**src/rtl/dvp_cfg_pkg.sv**
```systemverilog
// Shared types and constants for the DVP camera configuration sequencer.
package dvp_cfg_pkg;

  typedef struct packed {
    logic [15:0] cfg_reg;
    logic [7:0]  val;
  } cfg_entry_t;

  localparam logic [15:0] CFG_REG_END   = 16'hFFFE;
  localparam logic [15:0] CFG_REG_DELAY = 16'hFFFF;

  typedef enum logic [3:0] {
    StIdle,
    StFetch,
    StDecode,
    StIssue,
    StWaitRsp,
    StDelay,
    StGap,
    StDone,
    StError
  } cfg_state_e;

endpackage

```
**src/rtl/ms_tick.sv**
```systemverilog
// Millisecond strobe: one-cycle tick every CLK_HZ/1000 enabled cycles, restarts when disabled.
module ms_tick #(
  parameter int unsigned CLK_HZ = 27_000_000
) (
  input  logic clk,
  input  logic rst,
  input  logic enable,
  output logic tick
);

  localparam int unsigned Div = (CLK_HZ / 1000 > 0) ? CLK_HZ / 1000 : 1;
  localparam int unsigned Cw  = (Div > 1) ? $clog2(Div) : 1;

  logic [Cw-1:0] cnt_q, cnt_d;

  assign tick = enable && (cnt_q == Cw'(Div - 1));

  always_comb begin
    cnt_d = cnt_q;
    if (!enable || tick) begin
      cnt_d = '0;
    end else begin
      cnt_d = cnt_q + 1'b1;
    end
  end

  always_ff @(posedge clk) begin
    if (rst) begin
      cnt_q <= '0;
    end else begin
      cnt_q <= cnt_d;
    end
  end

endmodule

```
**src/rtl/dvp_cfg_seq.sv**
```systemverilog
// Walks an external register table and issues SCCB writes, with ms delays, retries and end marker.
module dvp_cfg_seq
  import dvp_cfg_pkg::*;
#(
  parameter int unsigned DEPTH     = 256,
  parameter int unsigned CLK_HZ    = 27_000_000,
  parameter int unsigned MAX_TRIES = 3,
  parameter int unsigned RETRY_GAP = 2700,
  localparam int unsigned Aw       = (DEPTH > 1) ? $clog2(DEPTH) : 1
) (
  input  logic          clk,
  input  logic          rst,
  input  logic          start,
  output logic          busy,
  output logic [Aw-1:0] tbl_addr,
  input  logic [23:0]   tbl_data,
  output logic          wr_valid,
  input  logic          wr_ready,
  output logic [15:0]   wr_reg,
  output logic [7:0]    wr_val,
  input  logic          rsp_valid,
  input  logic          rsp_nack,
  output logic          done,
  output logic          error,
  output logic [Aw-1:0] err_index
);

  localparam int unsigned Tw = $clog2(MAX_TRIES + 1);
  localparam int unsigned Gw = (RETRY_GAP > 1) ? $clog2(RETRY_GAP) : 1;

  cfg_state_e    state_q, state_d;
  logic [Aw-1:0] index_q, index_d;
  logic [Aw-1:0] err_index_q, err_index_d;
  logic [Tw-1:0] tries_q, tries_d;
  logic [Gw-1:0] gap_q, gap_d;
  logic [7:0]    ms_left_q, ms_left_d;
  logic [15:0]   wr_reg_q, wr_reg_d;
  logic [7:0]    wr_val_q, wr_val_d;
  logic          advance;
  logic          ms_strobe;
  cfg_entry_t    entry;

  assign entry = cfg_entry_t'(tbl_data);

  ms_tick #(
    .CLK_HZ(CLK_HZ)
  ) u_ms_tick (
    .clk   (clk),
    .rst   (rst),
    .enable(state_q == StDelay),
    .tick  (ms_strobe)
  );

  always_comb begin
    state_d     = state_q;
    index_d     = index_q;
    err_index_d = err_index_q;
    tries_d     = tries_q;
    gap_d       = gap_q;
    ms_left_d   = ms_left_q;
    wr_reg_d    = wr_reg_q;
    wr_val_d    = wr_val_q;
    advance     = 1'b0;

    unique case (state_q)
      StIdle, StDone, StError: begin
        if (start) begin
          index_d = '0;
          tries_d = '0;
          state_d = StFetch;
        end
      end
      StFetch: state_d = StDecode;
      StDecode: begin
        if (entry.cfg_reg == CFG_REG_END) begin
          state_d = StDone;
        end else if (entry.cfg_reg == CFG_REG_DELAY) begin
          if (entry.val == 8'd0) begin
            advance = 1'b1;
          end else begin
            ms_left_d = entry.val;
            state_d   = StDelay;
          end
        end else begin
          wr_reg_d = entry.cfg_reg;
          wr_val_d = entry.val;
          state_d  = StIssue;
        end
      end
      StIssue: begin
        if (wr_ready) state_d = StWaitRsp;
      end
      StWaitRsp: begin
        if (rsp_valid && !rsp_nack) begin
          advance = 1'b1;
        end else if (rsp_valid) begin
          tries_d = tries_q + 1'b1;
          if (tries_q + 1'b1 >= Tw'(MAX_TRIES)) begin
            err_index_d = index_q;
            state_d     = StError;
          end else if (RETRY_GAP == 0) begin
            state_d = StIssue;
          end else begin
            gap_d   = '0;
            state_d = StGap;
          end
        end
      end
      StGap: begin
        if (gap_q == Gw'(RETRY_GAP - 1)) begin
          state_d = StIssue;
        end else begin
          gap_d = gap_q + 1'b1;
        end
      end
      StDelay: begin
        if (ms_strobe) begin
          if (ms_left_q == 8'd1) begin
            advance = 1'b1;
          end else begin
            ms_left_d = ms_left_q - 8'd1;
          end
        end
      end
      default: state_d = StIdle;
    endcase

    // The table ends at the last entry; no wrap back to index 0.
    if (advance) begin
      tries_d = '0;
      if (index_q == Aw'(DEPTH - 1)) begin
        state_d = StDone;
      end else begin
        index_d = index_q + 1'b1;
        state_d = StFetch;
      end
    end
  end

  always_ff @(posedge clk) begin
    if (rst) begin
      state_q     <= StIdle;
      index_q     <= '0;
      err_index_q <= '0;
      tries_q     <= '0;
      gap_q       <= '0;
      ms_left_q   <= '0;
      wr_reg_q    <= '0;
      wr_val_q    <= '0;
    end else begin
      state_q     <= state_d;
      index_q     <= index_d;
      err_index_q <= err_index_d;
      tries_q     <= tries_d;
      gap_q       <= gap_d;
      ms_left_q   <= ms_left_d;
      wr_reg_q    <= wr_reg_d;
      wr_val_q    <= wr_val_d;
    end
  end

  always_comb begin
    busy      = !(state_q inside {StIdle, StDone, StError});
    done      = (state_q == StDone);
    error     = (state_q == StError);
    wr_valid  = (state_q == StIssue);
    tbl_addr  = index_q;
    err_index = err_index_q;
    wr_reg    = wr_reg_q;
    wr_val    = wr_val_q;
  end

endmodule

```
**config.mk**
```make
export PLATFORM = sky130hd
export DESIGN_NAME = dvp_cfg_seq
export DESIGN_NICKNAME = d
export VERILOG_FILES = /design/src/rtl/dvp_cfg_pkg.sv /design/src/rtl/ms_tick.sv /design/src/rtl/dvp_cfg_seq.sv
export SDC_FILE = /design/constraint.sdc
export NUM_CORES = 1
export LEC_CHECK = 0
export ABC_AREA = 1
export CAP_MARGIN = 10
export CORE_UTILIZATION = 48
export CTS_CLUSTER_SIZE = 40
export DETAILED_ROUTE_END_ITERATION = 6
export HOLD_SLACK_MARGIN = 0.05
export PLACE_DENSITY_LB_ADDON = 0.08
export SLEW_MARGIN = 20
export SYNTH_ARGS = -nofsm -noshare
export SYNTH_HDL_FRONTEND = slang
export SYNTH_SLANG_ARGS = --single-unit
```
**constraint.sdc**
```tcl
create_clock -name clk -period 1.7 [get_ports clk]
set_clock_uncertainty 0.15 [all_clocks]
set_input_delay 0.34 -clock clk [delete_from_list [all_inputs] [get_ports clk]]
set_output_delay 0.34 -clock clk [all_outputs]
set_load 0.005 [all_outputs]
```
# --- Word level (Yosys, flattened, before mapping) ---
# Index checks and enable logic that the tools add are counted.
op_classes:
  n_addsub: 5
  n_mul: 0
  n_div: 0
  n_lt_le_gt_ge: 1
  n_eq_ne: 31
  n_shift: 0
  n_mux: 38
  bitwise_logic: 3
  n_reduce_logical: 21
ops:
  columns: ["cell", "count"]
  rows:
  - ["8-bit 2-to-1 mux", 9]
  - ["12-bit 2-to-1 mux", 4]
  - ["4-bit 2-to-1 mux", 10]
  - ["16-bit equality test, second input constant", 2]
  - ["4-bit one-hot mux with 7 select lines", 1]
  - ["12-bit one-hot mux with 2 select lines", 1]
  - ["2-bit != test, second input constant", 11]
  - ["4-bit by 3-bit equality test with 1-bit output, second input constant", 4]
  - ["8-bit one-hot mux with 2 select lines", 1]
  - ["15-bit by 1-bit adder with 15-bit output, second input constant", 1]
  - ["15-bit equality test, second input constant", 1]
  - ["12-bit by 1-bit adder with 12-bit output, second input constant", 1]
  - ["12-bit equality test, second input constant", 1]
  - ["3-bit != test, second input constant", 4]
  - ["8-bit by 1-bit adder with 8-bit output, second input constant", 1]
  - ["4-bit by 2-bit equality test with 1-bit output, second input constant", 2]
  - ["8-bit by 1-bit equality test with 1-bit output, second input constant", 1]
  - ["8-bit equality test, second input constant", 1]
  - ["8-bit zero test", 1]
  - ["4-bit AND reduction", 2]
  - ["8-bit by 1-bit subtractor with 8-bit output, second input constant", 1]
  - ["7-bit AND reduction", 1]
  - ["1-bit 2-to-1 mux", 6]
  - ["2-bit 2-to-1 mux", 3]
  - ["other kinds (21)", 29]
totals:
  regBits: 81
  latch_bits: 0
  mem_bits_rw: 0
  rom_bits: 0
  input_bits: 30
  elab_cells: 108
  n_memories: 0

# --- Logic depth before layout (Yosys ltp) ---
# Gate-level depths: netlist of the first run.
logic_depth:
  word_depth: 7
  ltp_mapped: 13

# --- Cells and area by module ---
# A second synthesis of the first run with hierarchy kept.
hier_totals:
  hier_cells: 646
  hier_area_um2: 4326.6
by_module_without_submodules:
  columns: ["module", "instances", "cells_per_inst", "area_per_inst_um2", "seq_area_each_um2"]
  rows:
  - ["dvp_cfg_seq", 1, 536, 3549.7, 1321.3]
  - ["ms_tick", 1, 110, 777.0, 300.3]

# --- Worst setup path before layout of the first run ---
# OpenSTA, ideal clock, no wires.
synth_timing:
  kind: "reg2reg"
  startpoint: "register gap_q[0]"
  endpoint: "register state_q[1]"
  setup_time_ns: 0.113
  arrival_time_ns: 1.408
  required_time_ns: 1.437
  setup_slack_ns: 0.029
  stages_incl_launch_ff: 13
  n_path_buf: 0
  path_cell_list: "dfxtp_1 ha_1 nand2_1 nor2_1 nand3_1 nand2_1 nand3_1 nor2_2 inv_1 nand2_1 nand2_1 nand2_1 nand2_1"
synth_between:
  elab_chain_cells: 3
synth_rtl:
  columns: ["item", "line_no", "rtl"]
  rows:
  - ["start, declared", "dvp_cfg_seq.sv:35", "logic [Gw-1:0] gap_q, gap_d;"]
  - ["start signal, assigned", "dvp_cfg_seq.sv:155", "gap_q <= gap_d;"]
  - ["12-bit equality test", "dvp_cfg_seq.sv:110", "if (gap_q == Gw'(RETRY_GAP - 1)) begin"]
  - ["3-bit != test (no line)", null, null]
  - ["7-bit AND reduction (no line)", null, null]
  - ["end signal, assigned", "dvp_cfg_seq.sv:142", "state_q <= StIdle;"]
  - ["end signal, assigned", "dvp_cfg_seq.sv:151", "state_q <= state_d;"]
  - ["end, declared", "dvp_cfg_seq.sv:31", "cfg_state_e state_q, state_d;"]
# Every way passes these cells.
# A chain may end at the register's enable or synchronous reset.

# --- Worst setup path in the final report of the first run ---
layout_timing:
  startpoint: "register state_q[0]"
  endpoint: "register state_q[2]"
layout_between:
  elab_chain_cells: 6
  word_cells_on_any_way: 23
  cone_classes: "15 x eq/ne; 4 x mux; 4 x reduce/logical"
layout_rtl:
  columns: ["item", "line_no", "rtl"]
  rows:
  - ["4-bit by 3-bit equality test with 1-bit output", "dvp_cfg_seq.sv:50, dvp_cfg_seq.sv:65", null]
  - ["1-bit logical AND", "ms_tick.sv:16", "assign tick = enable && (cnt_q == Cw'(Div - 1));"]
  - ["1-bit 2-to-1 mux", "dvp_cfg_seq.sv:117", "if (ms_strobe) begin"]
  - ["1-bit one-hot mux with 3 select lines", "dvp_cfg_seq.sv:65", "unique case (state_q)"]
  - ["5-bit != test (no line), or another cell as far along", null, null]
  - ["7-bit AND reduction (no line)", null, null]
# Parallel ways exist; a longest one is shown, timed or not.

==> results by group, run 1 <==
Global route
  – Vias in the first global route: 4457
  – First-pass GRT wire length: 19600 um
  – Largest net degree at the start of global routing: 34
  – Grt total ovfl: 0
  – Tot GR Track Use: around a quarter
  – Initial antenna violation count: 0

Timing
  – Final Setup Violations: 22
  – RSZ-0062 raised after global routing: yes
  – Rel. slew slack: 72.0%
  – Final Cycle Share: 106%
  – Fin crit period: 1.80 ns
  – Worst-margin pin slew: ~0.42 ns
  – Fmax: approximately 550 MHz
  – Final count of pins violating max slew: 0
  – Fin. Hold Viols: 0
  – Setup ws final: -0.103 ns

Route
  – Post-DRT Antenna Nets: 0
  – DR DRC count: 0
  – Detailed Routing Iterations Pass 1: 5
  – Vias post-DR: 4878
  – Vias/cell: 5.26
  – DRT iter0 DRCs: 183
  – Routed wire length: 12900 um
  – Per-cell routed wire length: roughly 14 um

Run status
  – Status: finished with violations
  – Violated checks: negative setup slack

Placed design
  – DP Area: 5740 sq um
  – I/O Buffers: 73
  – Gpl congestion: 0.881
  – Hpwl dp: 8150 um
  – Placed cell count: a little under 900

Clocking
  – CTS tree: yes
  – H-tree depth: 3
  – Clk buf depth: 2
  – Clock sinks: 81
  – Clk root buf: clkbuf_8
  – Clock slew at reported path FFs: ~0.090 ns
  – TritonCTS buffer count: 9
  – Worst-Skew Late Latency: 0.37 ns
  – Hold_buf cts: 0

Synthesis
  – Mapped Cells: 637
  – Seq cells post-synth: just over 80
  – Yosys warns: 0
  – Area leader, netlist: dfxtp_1
  – Library cells used by synthesis: 43
  – Largest cells by area after synthesis: dfxtp_1, nand2_1, a21oi_1
  – Top_reg_cell synth: dfxtp_1
  – Ys async rst share: 0%
  – Top cell type's share of synthesized area: 37.1%
  – Syn avg cell area: about 6.9 sq um
  – Post-synth EDFFs: 0
  – Mapped Area: 4380 sq um
  – Mapped Nets: 673
  – Sequential area share after synthesis: 37.1%

Worst setup path
  – RR Startpoint: state_q[0]$_SDFFE_PP0P_
  – Worst Path Max Fanout: 4
  – CP required: 1.83 ns
  – Reg-to-Reg End: state_q[2]$_SDFFE_PP0P_
  – Crit path largest cell delay: ~0.39 ns
  – Startpoint Class: flop
  – Kind of critical path: flop to flop
  – Slowest CP cell: dfxtp_4
  – Reg2Reg Depth: 12
  – CP cell instances: inv_4 > nor2_2 > nand2_4 > buf_4 > nand2_1 > nor2_1 > nand3_2 > buf_6 > nand4_1 > nand3_2 > nand2_1 > inv_1
  – Flop2flop setup slack: -0.10 ns
  – Critical path arrival: 1.93 ns
  – CP startpoint: state_q[0]$_SDFFE_PP0P_
  – Crit. End Element: flop

Finish
  – Leading cell type in the layout, fill and taps excluded: nand2_1
  – Share of layout cells above drive strength 1: 38.8%
  – Most frequent cells in the layout: nand2_1, buf_4, inv_1
  – P&R area growth vs syn: 58.5%
  – Diodes inserted: 0
  – Final layout net count: 850
  – Max FFs per register: 16
  – Design area: roughly 6900 sq um
  – Finished Layout Cells: 927

Worst hold path
  – Worst hold endpoint: wr_val[5]$_SDFFE_PP0P_
  – Hold Path Origin: tbl_data[5]
  – Worst hold path class: input pin to flop
  – Hold path cells: 3

Flow run
  – # Max-Cap Violations: 0

Floorplanning
  – Die Area: 9500 sq um
  – Core area: 8760 sq um
  – Die H: 97.5 um
  – # rows: 34
  – Starting density of the core: 49.9%
  – Die width: 97.5 um
  – IO Pins: 74

Pwr
  – Final Total Pwr: 6.80 mW
  – VDD IR max: 528 uV
  – Pwr/cell area: 981 nW/um^2
  – Leakage: about 3.3 nW
-- layer usage --
metal | GRT usage [%] | vias to the layer above | share of wire [%]
li1 | - | 2415 | -
met1 | 30.8 | 2294 | 43
met2 | 43.0 | 142 | 51
met3 | 4.75 | 27 | 4.7
met4 | 8.82 | 0 | 1.9
met5 | 0 | - | 0
-- cell type report --
class / instances / area (sq um)
clock inverters: 6 / 115
well taps: 108 / 135
flip-flops and latches: 81 / 1690
repair inverters: 1 / 5.00
repair buffers: 183 / 1710
inverters: 69 / 289
fillers: 606 / 1830
multi-input cells: 469 / 2860
clock buffers: 10 / 128
-- logic make-up after synthesis --
| group | share of synthesized area (%) |
|---|---|
| xor+xnor | 2.60 |
| fa+ha+maj | 1.72 |
| flops | 37.1 |
| buf+inv | 8.69 |
| simple gates | 36.2 |
| compound gates | 13.7 |
-- critical path: cells and delay by family (launching register included) --
kind | cells | cell delay [ns]
DFF | 1 | 0.39
buffers and inverters | 4 | 0.37
and+or+nand+nor | 8 | 0.80
-- worst max path at each step --
stage                           endpoint  slack, ns  cells past startpoint
6_report         state_q[2]$_SDFFE_PP0P_      -0.10                     12
4_1_cts        ms_left_q[4]$_SDFFE_PP0P_      -0.02                     11
3_5_place_dp      tbl_addr[0]$_SDFF_PP0_      -0.48                     11
5_1_grt          state_q[1]$_SDFFE_PP0P_      -0.23                     13
3_3_place_gp      tbl_addr[0]$_SDFF_PP0_      -0.49                     11
2_1_floorplan    state_q[1]$_SDFFE_PP0P_       0.03                     12
-- report_power, final --
group | internal [mW] | switching, mW
sequential | 2.14 | 0.184
combinational | 1.32 | 1.40
clock | 0.984 | 0.767
-- cell usage after synthesis, types with 3 or more instances --
cell      instances
nand2_1         152
dfxtp_1          81
nor2_1           72
inv_1            61
a21oi_1          57
nand3_1          56
o21ai_0          31
nor3_1           15
nand2_2          11
xor2_1           11
clkbuf_1         10
nand4_1          10
a21oi_2           7
ha_1              6
nor2_4            6
buf_2             5
inv_2             5
o21ai_2           4
nand2_4           3
nand3_2           3
nor3_2            3
-- metrics by stage --
step | TNS [ns] | hold slack (ns) | utilization [%] | setup WS (ns)
2_1_floorplan | 0 | 0.280 | - | 0.0292
3_3_place_gp | -21.23 | 0.297 | 65.5 | -0.487
3_5_place_dp | -23.30 | 0.304 | 65.5 | -0.485
4_1_cts | -0.0652 | 0.230 | 71.1 | -0.0172
5_1_grt | -4.12 | 0.152 | 79.1 | -0.226
6_report | -0.616 | 0.152 | 79.1 | -0.103
-- timing repair --
item                                    4_1_cts  5_1_grt
buffers inserted                             15       17
endpoints found under the setup margin       95      108
resized for setup                           115      172
gates cloned                                  1        3
pin swaps                                    22       46
Power figures use the tool's default switching activity.
==> inputs of run 2 (changes only) <==
CORE_UTILIZATION = 53   (was 48)
clock period = 1.9 ns   (was 1.7 ns; I/O delays follow)
==> run 2 against run 1 <==
  * The flow still finishes with violations (negative setup slack)
  * Sequential share of layout area grew 3.1 points
  * Via count fell by 5.3%
  * Highest routed layer unchanged
  * Global-route usage increased by 2.1 points
  * Die area down 9.2%
  * Cell count down 5.5%
==> results by group, run 2 (synthesized netlist as in run 1, its figures left out) <==
Run status
  – Violated checks: negative setup slack
  – Status: finished with violations

Worst setup path
  – Reg-to-Reg End: gap_q[1]$_SDFFE_PP0P_
  – Flop2flop setup slack: 0.03 ns (+0.13 ns)
  – RR Startpoint: state_q[3]$_SDFFE_PP0P_
  – Reg2Reg Depth: 9 (-3)
  – Critical path arrival: 1.40 ns (-0.53 ns)
  – Worst Path Max Fanout: 5 (+1)
  – Kind of critical path: flop to output pin
  – Crit path largest cell delay: 0.39 ns (about the same)
  – Startpoint Class: flop
  – CP required: 1.37 ns (-0.46 ns)
  – Crit. End Element: output pin
  – CP cell instances: nor2_4 > nand2_2 > o21ai_4 > inv_1 > dlygate4sd2_1
  – Slowest CP cell: dfxtp_4

Global route
  – Tot GR Track Use: 27.0% (+2.1 points)
  – Grt total ovfl: 0 (unchanged)
  – Largest net degree at the start of global routing: 23 (-32%)
  – Initial antenna violation count: 0 (unchanged)
  – First-pass GRT wire length: 18800 um (-4.2%)
  – Vias in the first global route: 4259 (-4.4%)

Clocking
  – Worst-Skew Late Latency: 0.36 ns (about the same)
  – TritonCTS buffer count: 9 (unchanged)
  – CTS tree: yes
  – Clk buf depth: 2 (unchanged)
  – Hold_buf cts: 0 (unchanged)
  – Clock slew at reported path FFs: 0.09 ns (about the same)
  – Clock sinks: 81 (unchanged)
  – Clk root buf: clkbuf_8
  – H-tree depth: 3 (unchanged)

Timing
  – Final Cycle Share: 101%
  – Final count of pins violating max slew: 0 (unchanged)
  – Setup ws final: -0.0268 ns (+0.0764 ns)
  – Fmax: between 500 and 600 MHz
  – Fin Hold WS: 0.219 ns (+0.0676 ns)
  – Rel. slew slack: 52.7% (-19 points)
  – Worst-margin pin slew: 0.709 ns (+0.290 ns)
  – Fin crit period: between 1.5 and 2 ns
  – RSZ-0062 raised after global routing: yes
  – Setup tns final: -0.0268 ns (+0.589 ns)
  – Fin. Hold Viols: 0 (unchanged)
  – Final Setup Violations: 1 (-95%)

Pwr
  – VDD IR max: 468 uV (-11%)
  – Pwr/cell area: 916 nW/um^2 (-6.6%)
  – Leakage: 2.32 nW (-30%)
  – Final Total Pwr: 5.50 mW (-19%)

Floorplanning
  – Die Area: 8620 sq um (-9.2%)
  – Starting density of the core: 55.8% (+5.8 points)
  – # rows: 32 (-5.9%)
  – Die width: 92.9 um (-4.7%)
  – Core area: 7850 sq um (-10%)
  – Die H: 92.9 um (-4.7%)
  – IO Pins: 74 (unchanged)

Finish
  – Design area: 6000 sq um (-13%)
  – Final layout net count: 805 (-5.3%)
  – P&R area growth vs syn: 37.1%
  – Diodes inserted: 0 (unchanged)
  – Final Util: 76.4% (-2.7 points)
  – Leading cell type in the layout, fill and taps excluded: nand2_1
  – Finished Layout Cells: 876 (-5.5%)
  – Share of layout cells above drive strength 1: 22.2% (-17 points)
  – Max FFs per register: 16 (unchanged)
  – Fill cell count: 612 (+0.99%)
  – Most frequent cells in the layout: nand2_1, dfxtp_1, clkdlybuf4s50_1

Worst hold path
  – Hold path cells: 3 (unchanged)
  – Worst hold path class: input pin to flop
  – Hold Path Origin: tbl_data[11]
  – Worst hold endpoint: wr_reg[3]$_SDFFE_PP0P_

Route
  – Vias post-DR: 4618 (-5.3%)
  – Per-cell routed wire length: 13.4 um (-4.0%)
  – DR DRC count: 0 (unchanged)
  – Post-DRT Antenna Nets: 0 (unchanged)
  – DRT iter0 DRCs: 227 (+24%)
  – Vias/cell: 5.27 (+0.18%)
  – Routed wire length: 11700 um (-9.3%)
  – Detailed Routing Iterations Pass 1: 4 (-1)

Placed design
  – Gpl congestion: 0.874 (-0.73%)
  – I/O Buffers: 73 (unchanged)
  – DP Worst Slack: -0.357 ns (+0.128 ns)
  – Hpwl dp: 8490 um (+4.1%)
  – Placed cell count: 847 (-3.3%)
  – DP Area: 5530 sq um (-3.6%)

Flow run
  – # Max-Cap Violations: 0 (unchanged)
## run 2: cell count changes in the layout (fill, tap and decap cells not counted), moves of 21 or more
cell | previous run | this run
nand2_1 | 123 | 144
clkdlybuf4s50_1 | 11 | 67
dlymetal6s2s_1 | 25 | 1
dlygate4sd2_1 | 32 | 3
dfxtp_2 | 29 | 6
dfxtp_1 | 44 | 71
buf_4 | 88 | 65
## run 2: critical path: cells and delay by family, from the launching register on
kind / cells / cell delay [ns]
buffers and inverters: 2 / 0.35
AO/OA/AOI/OAI: 1 / 0.07
AND/OR/NAND/NOR: 2 / 0.23
flip-flops: 1 / 0.39
## run 2: worst max path at each step
stage                                 start                 endpoint  slack (ns)  cells after the start
global placement               tbl_data[15]   tbl_addr[0]$_SDFF_PP0_       -0.32                     11
global route        state_q[1]$_SDFFE_PP0P_                     busy       -0.06                      4
floorplan             gap_q[0]$_SDFFE_PP0P_  state_q[1]$_SDFFE_PP0P_        0.23                     12
finish              state_q[1]$_SDFFE_PP0P_                     busy       -0.03                      5
detailed placement             tbl_data[11]  state_q[0]$_SDFFE_PP0P_       -0.36                     11
CTS                 state_q[3]$_SDFFE_PP0P_                     busy       -0.06                      5
## run 2: repair_timing
action                                  CTS  global route
pin swaps                                 0            12
endpoints found under the setup margin    5            59
gates resized for setup                  12            49
setup buffers                             0            12
gates cloned                              0             1
## run 2: layout make-up
cell class              instances  area, sq um  share of cell area, %
clock buffers                  10          138                   2.29
repair buffers                139         1230                   20.5
clock inverters                 6         90.1                   1.50
multi-input cells             469         2480                   41.4
well taps                     102          128                   2.13
inverters                      69          283                   4.71
flip-flops and latches         81         1640                   27.4
## run 2: metal layers
layer	vias to the layer above	track usage (%)	part of all wire, %
li1	2338	-	-
met4	0	7.69	1.5
met3	16	4.84	4.4
met1	2149	34.1	46
met2	115	46.6	48
met5	-	0	0
## run 2: where the power goes
part	switching [mW]	internal (mW)	total [mW]
logic	1.08	0.919	2.00
registers	0.153	1.90	2.06
clock network	0.656	0.781	1.44
==> inputs of run 3 (changes only) <==
CAP_MARGIN = 20   (was 10)
==> results of run 3 <==
No change in the layout: final DEF, timing and power equal those of run 2.
